File: src/rtl/adc_pkg.sv
// Shared types and constants for the ADC serial responder: FSM state encoding,
// idle line level and default frame geometry.
package adc_pkg;

  typedef enum logic [2:0] {
    ST_IDLE     = 3'd0,
    ST_PREAMBLE = 3'd1,
    ST_START    = 3'd2,
    ST_DATA     = 3'd3,
    ST_PARITY   = 3'd4,
    ST_DONE     = 3'd5
  } adc_state_t;

  localparam logic LINE_IDLE   = 1'b1;
  localparam int   DEF_DATA_W  = 8;
  localparam int   DEF_PRE_LEN = 3;

endpackage

File: src/rtl/adc_serial_tx_if.sv
// Sample load handshake between a word producer (master) and the serial responder (slave).
interface adc_serial_tx_if
  import adc_pkg::*;
#(
  parameter int DATA_W = DEF_DATA_W
) ();

  logic [DATA_W-1:0] sample;
  logic              sample_valid;
  logic              sample_ready;

  modport master (output sample, output sample_valid, input sample_ready);
  modport slave  (input sample, input sample_valid, output sample_ready);

endinterface

File: src/rtl/adc_edge_sync.sv
// Two-flop synchronizer for an asynchronous control line, with the synchronized
// level and a one-cycle pulse on each falling edge of that level.
module adc_edge_sync
  import adc_pkg::*;
#(
  parameter logic RST_VAL = LINE_IDLE
) (
  input  logic clk_in,
  input  logic reset,
  input  logic i_async,
  output logic o_level,
  output logic o_fall
);

  logic r_meta;
  logic r_sync;
  logic r_prev;

  always_ff @(posedge clk_in) begin
    if (!reset) begin
      r_meta <= RST_VAL;
      r_sync <= RST_VAL;
      r_prev <= RST_VAL;
    end else begin
      r_meta <= i_async;
      r_sync <= r_meta;
      r_prev <= r_sync;
    end
  end

  assign o_level = r_sync;
  assign o_fall  = r_prev & ~r_sync;

endmodule

File: src/rtl/adc_serial_tx.sv
// Converter-side emulation of the joystick ADC serial link: preamble, start bit,
// LSB-first data word and optional even-parity bit (build with ADC_PARITY_EN).
module adc_serial_tx
  import adc_pkg::*;
#(
  parameter int DATA_W  = DEF_DATA_W,
  parameter int PRE_LEN = DEF_PRE_LEN
) (
  input  logic            clk_in,
  input  logic            reset,
  input  logic            sclk,
  input  logic            cs_n,
  adc_serial_tx_if.slave  smp,
  output logic            dout,
  output logic            busy,
  output logic            frame_done
);

  localparam int CNT_W = $clog2(DATA_W + PRE_LEN + 2);

  logic w_sclk_lvl, w_sclk_fall, w_sclk_tick;
  logic w_cs_lvl, w_cs_fall;
  logic w_load, w_abort;

  adc_state_t r_state, w_state_next;
  logic [DATA_W-1:0] r_shadow, r_shift, w_shift_next;
  logic [CNT_W-1:0]  r_cnt, w_cnt_next;
  logic r_dout, w_dout_next;
  logic r_busy, w_busy_next;
  logic r_done, w_done_next;
  logic r_par, w_par_next;

  adc_edge_sync #(.RST_VAL(1'b1)) u_sclk_sync (
    .clk_in (clk_in), .reset (reset), .i_async (sclk),
    .o_level(w_sclk_lvl), .o_fall (w_sclk_fall)
  );

  adc_edge_sync #(.RST_VAL(1'b1)) u_cs_sync (
    .clk_in (clk_in), .reset (reset), .i_async (cs_n),
    .o_level(w_cs_lvl), .o_fall (w_cs_fall)
  );

  assign w_sclk_tick       = w_sclk_fall & ~w_sclk_lvl;
  assign smp.sample_ready  = (r_state == ST_IDLE);
  assign w_load            = smp.sample_valid & smp.sample_ready;
  // cs_n deasserted mid-frame overrides any sclk edge seen in the same cycle
  assign w_abort           = (r_state != ST_IDLE) & w_cs_lvl;

  always_ff @(posedge clk_in) begin
    if (!reset) r_shadow <= '0;
    else if (w_load) r_shadow <= smp.sample;
  end

  always_ff @(posedge clk_in) begin
    if (!reset) r_state <= ST_IDLE;
    else        r_state <= w_state_next;
  end

  always_comb begin
    w_state_next = r_state;
    if (w_abort) begin
      w_state_next = ST_IDLE;
    end else begin
      case (r_state)
        ST_IDLE:     if (w_cs_fall) w_state_next = ST_PREAMBLE;
        ST_PREAMBLE: if (w_sclk_tick && r_cnt == CNT_W'(PRE_LEN - 1)) w_state_next = ST_START;
        ST_START:    if (w_sclk_tick) w_state_next = ST_DATA;
        ST_DATA: begin
          if (w_sclk_tick && r_cnt == CNT_W'(DATA_W - 1)) begin
`ifdef ADC_PARITY_EN
            w_state_next = ST_PARITY;
`else
            w_state_next = ST_DONE;
`endif
          end
        end
        ST_PARITY:   if (w_sclk_tick) w_state_next = ST_DONE;
        ST_DONE:     if (w_sclk_tick) w_state_next = ST_IDLE;
        default:     w_state_next = ST_IDLE;
      endcase
    end
  end

  always_comb begin
    w_dout_next  = r_dout;
    w_busy_next  = r_busy;
    w_done_next  = 1'b0;
    w_shift_next = r_shift;
    w_cnt_next   = r_cnt;
    w_par_next   = r_par;
    if (w_abort) begin
      w_dout_next = LINE_IDLE;
      w_busy_next = 1'b0;
    end else begin
      case (r_state)
        ST_IDLE: begin
          w_dout_next = LINE_IDLE;
          w_busy_next = 1'b0;
          if (w_cs_fall) begin
            w_shift_next = r_shadow;
            w_cnt_next   = '0;
            w_busy_next  = 1'b1;
            w_par_next   = ^r_shadow;
          end
        end
        ST_PREAMBLE: if (w_sclk_tick) begin
          w_dout_next = 1'b1;
          w_cnt_next  = r_cnt + 1'b1;
        end
        ST_START: if (w_sclk_tick) begin
          w_dout_next = 1'b0;
          w_cnt_next  = '0;
        end
        ST_DATA: if (w_sclk_tick) begin
          w_dout_next  = r_shift[0];
          w_shift_next = r_shift >> 1;
          w_cnt_next   = r_cnt + 1'b1;
        end
        ST_PARITY: if (w_sclk_tick) w_dout_next = r_par;
        ST_DONE: if (w_sclk_tick) begin
          w_dout_next = LINE_IDLE;
          w_done_next = 1'b1;
          w_busy_next = 1'b0;
        end
        default: w_dout_next = LINE_IDLE;
      endcase
    end
  end

  always_ff @(posedge clk_in) begin
    if (!reset) begin
      r_dout  <= LINE_IDLE;
      r_busy  <= 1'b0;
      r_done  <= 1'b0;
      r_shift <= '0;
      r_cnt   <= '0;
      r_par   <= 1'b0;
    end else begin
      r_dout  <= w_dout_next;
      r_busy  <= w_busy_next;
      r_done  <= w_done_next;
      r_shift <= w_shift_next;
      r_cnt   <= w_cnt_next;
      r_par   <= w_par_next;
    end
  end

  assign dout       = r_dout;
  assign busy       = r_busy;
  assign frame_done = r_done;

endmodule

File: src/flat_wrapper.sv
// flat-port wrapper written by rule: the top's interface ports become plain ports
module adc_serial_tx_flat import adc_pkg::*;
#(
  parameter int DATA_W  = DEF_DATA_W,
  parameter int PRE_LEN = DEF_PRE_LEN
)
  (clk_in, reset, sclk, cs_n, dout, busy, frame_done, smp_sample, smp_sample_valid, smp_sample_ready);
  adc_serial_tx_if #(.DATA_W(DATA_W)) smp_i ();
  input  logic clk_in;
  input  logic reset;
  input  logic sclk;
  input  logic cs_n;
  output logic dout;
  output logic busy;
  output logic frame_done;
  input wire logic [$bits(smp_i.sample)-1:0] smp_sample;
  input wire logic [$bits(smp_i.sample_valid)-1:0] smp_sample_valid;
  output wire logic [$bits(smp_i.sample_ready)-1:0] smp_sample_ready;
  assign smp_i.sample = smp_sample;
  assign smp_i.sample_valid = smp_sample_valid;
  assign smp_sample_ready = smp_i.sample_ready;
  adc_serial_tx #(.DATA_W(DATA_W), .PRE_LEN(PRE_LEN)) u_core (.clk_in(clk_in), .reset(reset), .sclk(sclk), .cs_n(cs_n), .smp(smp_i), .dout(dout), .busy(busy), .frame_done(frame_done));
endmodule
File: config.mk
export PLATFORM = sky130hd
export DESIGN_NAME = adc_serial_tx_flat
export DESIGN_NICKNAME = d
export VERILOG_FILES = /design/src/rtl/adc_pkg.sv /design/src/rtl/adc_serial_tx_if.sv /design/src/rtl/adc_edge_sync.sv /design/src/rtl/adc_serial_tx.sv /design/src/flat_wrapper.sv
export SDC_FILE = /design/constraint.sdc
export NUM_CORES = 1
export LEC_CHECK = 0
export CORE_AREA = 5 5 62 59
export CTS_CLUSTER_DIAMETER = 50
export CTS_CLUSTER_SIZE = 25
export DETAILED_ROUTE_END_ITERATION = 12
export DIE_AREA = 0 0 67 64
export GPL_TIMING_DRIVEN = 0
export HOLD_SLACK_MARGIN = 0.15
export PLACE_DENSITY = 0.77
export SLEW_MARGIN = 20
export SYNTH_ARGS = -nofsm -noshare
export SYNTH_HDL_FRONTEND = slang
export SYNTH_SLANG_ARGS = --single-unit
File: constraint.sdc
create_clock -name clk_in -period 2.1 [get_ports clk_in]
set_input_delay 0.42 -clock clk_in [delete_from_list [all_inputs] [get_ports clk_in]]
set_output_delay 0.42 -clock clk_in [all_outputs]
set_load 0.02 [all_outputs]
==> After elaboration in Yosys (flattened, before gate mapping) <==
Cells that the tools add are included.
{ "totals": {"ramBits": 0, "register_bits": 33, "input_bits": 13, "word_cells": 81, "latch_bits": 0, "mem_count": 0, "rom_bits": 0} }
{ "op_classes": {"shift": 0, "reduce_logical": 18, "eq_ne": 16, "add_sub_neg": 1, "mul": 0, "n_bitwise": 10, "muxes": 22, "magnitude_cmp": 0, "div": 0} }
{ "ops": {"columns": ["operator", "n"], "rows": [
  ["two-way mux 3 bit", 6],
  ["case mux 3 bit (6 select lines)", 1],
  ["two-way mux 8 bit", 2],
  ["!= test 2 x 1 -> 1 bit (second input constant)", 8],
  ["case mux 8 bit (2 select lines)", 1],
  ["two-way mux 4 bit", 3],
  ["case mux 4 bit (3 select lines)", 1],
  ["AND reduction 4 bit", 2],
  ["parity 8 bit", 1],
  ["== test 3 x 2 -> 1 bit (second input constant)", 2],
  ["== test 3 bit (second input constant)", 2],
  ["two-way mux 1 bit", 6],
  ["AND reduction 6 bit", 1],
  ["nonzero test 3 bit", 2],
  ["OR reduction 2 bit", 3],
  ["AND 1 bit", 5],
  ["inverter 1 bit", 5],
  ["AND reduction 5 bit", 1],
  ["adder 4 x 1 -> 4 bit (second input constant)", 1],
  ["== test 4 x 2 -> 1 bit (second input constant)", 1],
  ["== test 4 x 3 -> 1 bit (second input constant)", 1],
  ["case mux 1 bit (4 select lines)", 1],
  ["nonzero test 2 bit", 2],
  ["== test 3 x 1 -> 1 bit (second input constant)", 1],
  ["other kinds (7)", 8]
]} }

==> Depth between registers and ports, before layout <==
Gate-level depths: netlist (run 1).
{ "depth": {"ltp_word": 6, "depth_mapped": 6, "depth_no_buf": 5} }

==> Cells and area by module <==
From an unflattened synthesis (run 1), not the netlist that was laid out.
{ "unflattened": {"hier_cells": 172, "hier_area_um2": 1612.8} }
{ "by_module_without_submodules": {"columns": ["mod", "n_inst", "area_per_inst_um2", "cells_per_inst"], "rows": [
  ["adc_serial_tx", 1, 1442.6, 158],
  ["adc_edge_sync", 2, 85.1, 7]
]} }

==> Worst setup path after synthesis (run 1) <==
Ideal clock, no wire load.
{ "synth_timing": {"kind": "flip-flop to flip-flop", "start": "register u_core.r_state[0]", "end": "register u_core.r_cnt[2]", "setup_ps": 116, "arrival_ps": 1332, "required_ps": 1984, "path_stages_with_launch": 6, "synth_period_minus_slack_ps": 1448, "slack_ps": 652, "cell_sequence": "dfxtp_1 buf_2 nor2_1 mux2i_1 o22ai_1 a31o_2"} }
{ "synth_via": {"elab_chain_cells": 4, "elab_cells_between_ends": 14, "cone_classes": "eq/ne: 6; mux: 1; bitwise: 2; reduce/logical: 5"} }
{ "synth_lines": {"columns": ["item", "line_no", "source"], "rows": [
  ["from (decl)", "adc_serial_tx.sv:25", "adc_state_t r_state, w_state_next;"],
  ["from (signal assigned)", "adc_serial_tx.sv:56", "else r_state <= w_state_next;"],
  ["== test 3 x 1 -> 1 bit (tied with other cells)", "adc_serial_tx.sv:95", "case (r_state)"],
  ["OR reduction 2 bit (no source line) or AND 1 bit (tied branches)", null, null],
  ["!= test 2 x 1 -> 1 bit (no source line) (tied with other cells)", null, null],
  ["AND reduction 5 bit (no source line)", null, null],
  ["to (signal assigned)", "adc_serial_tx.sv:143", "r_cnt <= w_cnt_next;"],
  ["to (decl)", "adc_serial_tx.sv:27", "logic [CNT_W-1:0] r_cnt, w_cnt_next;"]
]} }
Several ways; a longest one is shown, not always the timed one.
A chain may end at the register's enable or synchronous reset.

==> Worst setup path after layout (run 1) <==
{ "layout_timing": {"start": "register u_core.r_state[2]", "end": "output smp_sample_ready"} }
{ "layout_via": {"elab_chain_cells": 1} }
{ "layout_lines": {"columns": ["item", "line_no", "source"], "rows": [
  ["logical NOT 3 bit", "adc_serial_tx.sv:44", "assign smp.sample_ready = (r_state == ST_IDLE);"],
  ["to (decl)", "flat_wrapper.sv:18", "output wire logic [$bits(smp_i.sample_ready)-1:0] smp_sample_ready;"]
]} }
No other way between the ends.

==> impl_metrics.env, run 1 <==
export IMPL_drc_errors=0
export IMPL_tightest_slew_ps=470
export IMPL_worst_setup_path_end_kind="output pin"
export IMPL_max_stage_delay_ps=450
export IMPL_ioPinCount=17
export IMPL_avgSynthCellArea_um2=8.64
export IMPL_grt_first_pass_wirelength_um=5580
export IMPL_clk_insertion_delay_late_ps=340
export IMPL_hold_class="flop to flop"
export IMPL_critPathMaxFanout=5
export IMPL_cts_tree="done"
export IMPL_cts_num_sinks=33
export IMPL_dieArea_mm2=0.00429
export IMPL_cts_path_max_buffers=2
export IMPL_drv_cap=0
export IMPL_drtAntennaViolNets=0
export IMPL_power_leakage_nw=0.633
export IMPL_yosysWarnings=0
export IMPL_synth_top_area_cell="dfxtp_1"
export IMPL_area_growth_pct=16.7
export IMPL_period_minus_slack_ps=1920
export IMPL_cp_start_kind="flop"
export IMPL_nFillCells=269
export IMPL_synthMuxAreaShare_pct=1.99
export IMPL_cts_root_buf="clkbuf_4"
export IMPL_antenna_found_initial=0
export IMPL_place_gp_congestion=0.822
export IMPL_drtIter0Drc=95
export IMPL_grt_max_degree=11
export IMPL_status="complete, no violations"
export IMPL_grt_pass1_vias=1247
export IMPL_fmax_ghz=0.521
export IMPL_wl_um=3190
export IMPL_synth_compound_area_share_pct=17.0
export IMPL_synth_fp_nets=190
export IMPL_track_usage_pct=17.1
export IMPL_layout_cells_non_filler=239
export IMPL_drt_pass1_iterations=4
export IMPL_worstPathRequired_ps=1680
export IMPL_seqCellArea_um2=661
export IMPL_setup_tns_final_ps=0
export IMPL_die_w_um=67
export IMPL_ctsHtreeMaxLevel=2
export IMPL_synth_seq_area_share_pct=43.7
export IMPL_setup_viol=0
export IMPL_synth_distinct_cells=40
export IMPL_avgRoutedWirePerCell_um=13.4
export IMPL_hpwlAfterDp_um=2300
export IMPL_whs_ps=415
export IMPL_maxSlewViolCount=0
export IMPL_synthTopCellsByArea="dfxtp_1, nand2_1, xnor2_1"
export IMPL_finalClockSkew_ps=3.88
export IMPL_synth_cells=175
export IMPL_clk_pin_slew_ps=90
export IMPL_synth_most_common_cell="dfxtp_1"
export IMPL_critPathKind="flop to output pin"
export IMPL_p_per_area_mw_per_mm2=647
export IMPL_vias=1306
export IMPL_nets=212
export IMPL_yosys_area_share_simple_pct=26.1
export IMPL_die_y_um=64
export IMPL_crit_path_cell_trace="or3_1 -> inv_1 -> clkbuf_2"
export IMPL_layout_drive_gt1_share_pct=9.64
export IMPL_yosys_area_share_adder_pct=1.65
export IMPL_synth_top_family_by_area="simple AND/OR/NAND/NOR gates"
export IMPL_synth_edf_count=0
export IMPL_hold_buffers=0
export IMPL_multi_input_area_um2=776
export IMPL_ys_ff_latch=33
export IMPL_synthFlopType="dfxtp_1"
export IMPL_rsz0062_at_grt="no"
export IMPL_slew_headroom_pct=67.7
export IMPL_synth_top_area_share_pct=43.7
export IMPL_cts_buffers=5
export IMPL_hold_viol_final=0
export IMPL_async_flop_share_pct=0
export IMPL_crit_arrival_ps=1500
export IMPL_peakVddDrop_uv=402
export IMPL_core_mm2=0.00292
export IMPL_start_util_pct=51.7
export IMPL_synth_area_mm2=0.00151
export IMPL_num_rows=19
export IMPL_io_buffers=15
export IMPL_synth_xor_area_share_pct=4.63
export IMPL_grt_overflow=0
export IMPL_vias_per_cell=5.46
export IMPL_dp_cells=232
export IMPL_insertedDiodeCount=0
export IMPL_final_util_pct=60.4
export IMPL_synthTopCellsByCount="dfxtp_1, nand2_1, nor2_1, a21oi_1, nand3_1"
export IMPL_fin_crit_sh_pct=91.4
export IMPL_cpMaxStageDelayCell="or3_1"
==> per-stage QoR <==
stage	instance area (um^2)	total power [mW]	worst slack [ps]
after floorplan	1510	0.755	652
after global placement	1720	0.791	119
after detailed placement	1720	0.795	114
after CTS	1770	1.15	15.0
after global routing	1770	1.21	84.6
final	1770	1.14	180
==> logic make-up (layout without fill, tap and decap cells) <==
logic type	Yosys count	count (layout)
and+or+nand+nor	78	78
DFF	33	33
muxes	3	3
xor gates and xnor gates	8	8
buffers and inverters	16	38
adders and majority gates	2	2
AOI/OAI and AO/OA	35	35
==> registers in the layout (all words and copies together), names as in the netlist <==
register                    cells
u_core.u_sclk_sync.r_meta       1
u_core.u_cs_sync.o_level        1
u_core.r_shift                  8
u_core.u_cs_sync.r_prev         1
u_core.r_state                  3
u_core.dout                     1
u_core.u_sclk_sync.o_level      1
u_core.busy                     1
u_core.r_par                    1
u_core.r_cnt                    4
u_core.frame_done               1
u_core.r_shadow                 8
u_core.u_cs_sync.r_meta         1
u_core.u_sclk_sync.r_prev       1
==> final cells by class <==
class                      instances  area share, %
multi-input combinational        126           43.9
inverter                           5           1.06
timing repair buffer              15           8.22
sequential                        33           37.4
clock buffer                       7           3.12
buffer                            11           3.26
tap                               42           2.98
==> where the power goes <==
| group | internal (mW) | switching [mW] |
|---|---|---|
| registers | 0.648 | 0.0160 |
| logic | 0.0618 | 0.0554 |
| clock network | 0.158 | 0.204 |
==> critical path: cells and delay by family (launching register included) <==
| family | cells | cell delay, ps |
|---|---|---|
| buffers and inverters | 2 | 380 |
| AND/OR/NAND/NOR | 1 | 450 |
| flip-flops | 1 | 340 |
==> path summary, 6_finish.rpt <==
| check | end | startpoint | depth (start not counted) | slack, ps |
|---|---|---|---|---|
| worst max-delay path | smp_sample_ready | u_core.r_state[2]$_SDFFE_PP0P_ | 3 | 180 |
| worst min-delay path | u_core.u_cs_sync.o_level$_SDFF_PN1_ | u_core.u_cs_sync.r_meta$_SDFF_PN1_ | 1 | 420 |
| worst max register to register | u_core.r_cnt[2]$_SDFFE_PN0P_ | u_core.r_state[0]$_SDFFE_PP0P_ | 5 | 360 |
| worst min register to register | u_core.u_cs_sync.o_level$_SDFF_PN1_ | u_core.u_cs_sync.r_meta$_SDFF_PN1_ | 1 | 420 |
==> cells in the final DEF, fill, tap and decap left out, types with 2 or more instances in the layout <==
cell / Yosys / layout
nor2_1: 16 / 16
xnor2_1: 8 / 8
and2_1: 3 / 3
clkdlybuf4s50_1: 0 / 14
mux2i_1: 3 / 3
a311oi_1: 5 / 5
nand4_1: 3 / 3
clkbuf_1: 5 / 6
nand3_1: 10 / 10
nand2_1: 25 / 25
a21oi_1: 13 / 13
nand4b_1: 2 / 2
a221oi_1: 2 / 2
buf_2: 4 / 4
o21ai_0: 4 / 4
dfxtp_1: 33 / 33
clkbuf_4: 0 / 5
nand3b_1: 3 / 3
inv_1: 5 / 5
a311oi_2: 2 / 2
nand2b_1: 6 / 6
nor2b_1: 2 / 2
ha_1: 2 / 2
==> layer usage <==
metal | vias up | global-route usage (%) | wire length (um)
li1 | 654 | - | -
met1 | 605 | 21.4 | 1430
met2 | 37 | 25.4 | 1470
met3 | 10 | 6.30 | 211
met4 | 0 | 8.86 | 78
met5 | - | 0 | 0
==> timing repair <==
item                       4_1_cts  5_1_grt
buffers inserted                 0        0
gates resized for setup          1        2
setup endpoints to repair        1        1
Note: power is estimated with default switching activity, not from simulation.
==> run 2: changes to the inputs <==
--- a/config.mk
+++ b/config.mk
@@ -5,6 +5,7 @@
 export SDC_FILE = /design/constraint.sdc
 export NUM_CORES = 1
 export LEC_CHECK = 0
+export CAP_MARGIN = 30
 export CORE_AREA = 5 5 62 59
 export CTS_CLUSTER_DIAMETER = 50
 export CTS_CLUSTER_SIZE = 25
@@ -13,6 +14,7 @@
 export GPL_TIMING_DRIVEN = 0
 export HOLD_SLACK_MARGIN = 0.15
 export PLACE_DENSITY = 0.77
+export SETUP_SLACK_MARGIN = 0.5
 export SLEW_MARGIN = 20
 export SYNTH_ARGS = -nofsm -noshare
 export SYNTH_HDL_FRONTEND = slang
==> constraint.sdc (replaced) <==
create_clock -name clk_in -period 2.2 [get_ports clk_in]
set_input_delay 0.44 -clock clk_in [delete_from_list [all_inputs] [get_ports clk_in]]
set_output_delay 0.44 -clock clk_in [all_outputs]
set_load 0.02 [all_outputs]
==> impl_metrics.env, run 2 (synthesis gave the netlist of run 1 again) <==
export IMPL_setup_viol=0
export IMPL_vias_per_cell=5.55
export IMPL_worstPathRequired_ps=1760
export IMPL_cts_buffers=5
export IMPL_fin_crit_sh_pct=77.5
export IMPL_reg_top3="u_core.r_shadow x8, u_core.r_shift x8, u_core.r_cnt x4"
export IMPL_total_power_mw=1.09
export IMPL_drc_errors=0
export IMPL_drv_cap=0
export IMPL_clk_insertion_delay_late_ps=330
export IMPL_core_mm2=0.00292
export IMPL_area_growth_pct=20.5
export IMPL_start_util_pct=51.7
export IMPL_drtIter0Drc=68
export IMPL_cts_num_sinks=33
export IMPL_critPathMaxFanout=3
export IMPL_critPathKind="flop to output pin"
export IMPL_ctsHtreeMaxLevel=2
export IMPL_grt_overflow=0
export IMPL_grt_util_met1_pct=21.4
export IMPL_crit_arrival_ps=1270
export IMPL_use_met2_pct=25.9
export IMPL_antenna_found_initial=0
export IMPL_grt_first_pass_wirelength_um=5660
export IMPL_grt_max_degree=11
export IMPL_nets=217
export IMPL_grt_pass1_vias=1274
export IMPL_cpMaxStageDelayCell="or3_4"
export IMPL_die_w_um=67
export IMPL_met3_usage_pct=6.30
export IMPL_num_rows=19
export IMPL_vias=1355
export IMPL_cp_start_kind="flop"
export IMPL_setup_tns_final_ps=0
export IMPL_track_usage_pct=17.2
export IMPL_cts_path_max_buffers=2
export IMPL_wl_um=3350
export IMPL_slew_headroom_pct=68.1
export IMPL_power_leakage_nw=0.676
export IMPL_hold_end="u_core.u_cs_sync.o_level$_SDFF_PN1_"
export IMPL_dpl_cell_area_mm2=0.00172
export IMPL_final_cell_mix="dfxtp_1, nand2_1, nor2_1, a21oi_1, clkdlybuf4s50_1"
export IMPL_hold_class="flop to flop"
export IMPL_final_util_pct=62.3
export IMPL_layout_drive_gt1_share_pct=14.4
export IMPL_insertedDiodeCount=0
export IMPL_hp_start="u_core.u_cs_sync.r_meta$_SDFF_PN1_"
export IMPL_ioPinCount=17
export IMPL_rr_worst_depth=6
export IMPL_period_minus_slack_ps=1710
export IMPL_io_buffers=15
export IMPL_finalClockSkew_ps=5.13
export IMPL_r2r_slack_ps=540
export IMPL_cts_tree="done"
export IMPL_die_y_um=64
export IMPL_fmax_ghz=0.586
export IMPL_place_gp_congestion=0.822
export IMPL_max_stage_delay_ps=400
export IMPL_worstReg2RegEnd="u_core.r_cnt[2]$_SDFFE_PN0P_"
export IMPL_avgRoutedWirePerCell_um=13.7
export IMPL_hold_depth=1
export IMPL_reg2reg_from="u_core.r_state[0]$_SDFFE_PP0P_"
export IMPL_hold_viol_final=0
export IMPL_rsz0062_at_grt="yes"
export IMPL_worst_setup_path_end_kind="output pin"
export IMPL_clk_pin_slew_ps=100
export IMPL_drtAntennaViolNets=0
export IMPL_status="complete, no violations"
export IMPL_final_common_cell="dfxtp_1"
export IMPL_top_usage_layer="met2"
export IMPL_dieArea_mm2=0.00429
export IMPL_p_per_area_mw_per_mm2=601
export IMPL_design_area_mm2=0.00182
export IMPL_drt_pass1_iterations=4
export IMPL_tightest_slew_ps=467
export IMPL_maxSlewViolCount=0
export IMPL_hpwlAfterDp_um=2300
export IMPL_crit_path_cell_trace="or3_4 -> inv_4 -> buf_6"
export IMPL_cts_root_buf="clkbuf_4"
export IMPL_nFillCells=252
export IMPL_peakVddDrop_uv=384
## run 2: worst max-delay path, delay by kind of cell (launching register included)
family	cells	cell delay, ps
simple gates	1	400
flops	1	340
buf+inv	2	190
## run 2: layer usage
layer,part of all wire [%],wire (um)
met5,0,0
met2,47,1570
met4,2.4,81
met1,45,1490
met3,6.2,206
## run 2: area by class of cell
| type | count | area, um^2 | share of cell area, % |
|---|---|---|---|
| buffer | 11 | 57.6 | 3.16 |
| clock buffer | 7 | 55.1 | 3.02 |
| inverter | 5 | 21.3 | 1.17 |
| multi-input combinational | 126 | 785 | 43.0 |
| sequential | 33 | 663 | 36.4 |
| tap | 42 | 52.6 | 2.88 |
| timing repair buffer | 20 | 189 | 10.4 |
## run 2: worst max path at each step
stage | from | to | slack (ps) | depth (start not counted)
5_1_grt | u_core.r_state[0]$_SDFFE_PP0P_ | smp_sample_ready | 450 | 3
3_5_place_dp | u_core.r_state[2]$_SDFFE_PP0P_ | smp_sample_ready | 190 | 3
2_1_floorplan | u_core.r_state[0]$_SDFFE_PP0P_ | u_core.r_cnt[2]$_SDFFE_PN0P_ | 750 | 5
4_1_cts | u_core.r_state[0]$_SDFFE_PP0P_ | smp_sample_ready | 460 | 3
6_report | u_core.r_state[0]$_SDFFE_PP0P_ | smp_sample_ready | 490 | 3
3_3_place_gp | u_core.r_state[2]$_SDFFE_PP0P_ | smp_sample_ready | 200 | 3
## run 2: repair_timing
item                       in CTS  in global routing
hold buffers                    0                  0
gates resized for setup        10                  5
setup buffers                   1                  4
setup endpoints to repair       3                  6
pin swaps                       1                  0
## run 2: power breakdown
part / switching, mW / total, mW / internal (mW)
sequential: 0.0155 / 0.634 / 0.618
combinational: 0.0538 / 0.115 / 0.0608
clock: 0.195 / 0.346 / 0.151
total: 0.265 / 1.09 / 0.830
## run 2: per-stage QoR
| stage | std cells | worst slack, ps | hold slack, ps |
|---|---|---|---|
| floorplan | 175 | 752 | 386 |
| global placement | 232 | 199 | 388 |
| detailed placement | 232 | 194 | 396 |
| CTS | 240 | 458 | 418 |
| global route | 244 | 450 | 443 |
| finish | 244 | 495 | 417 |
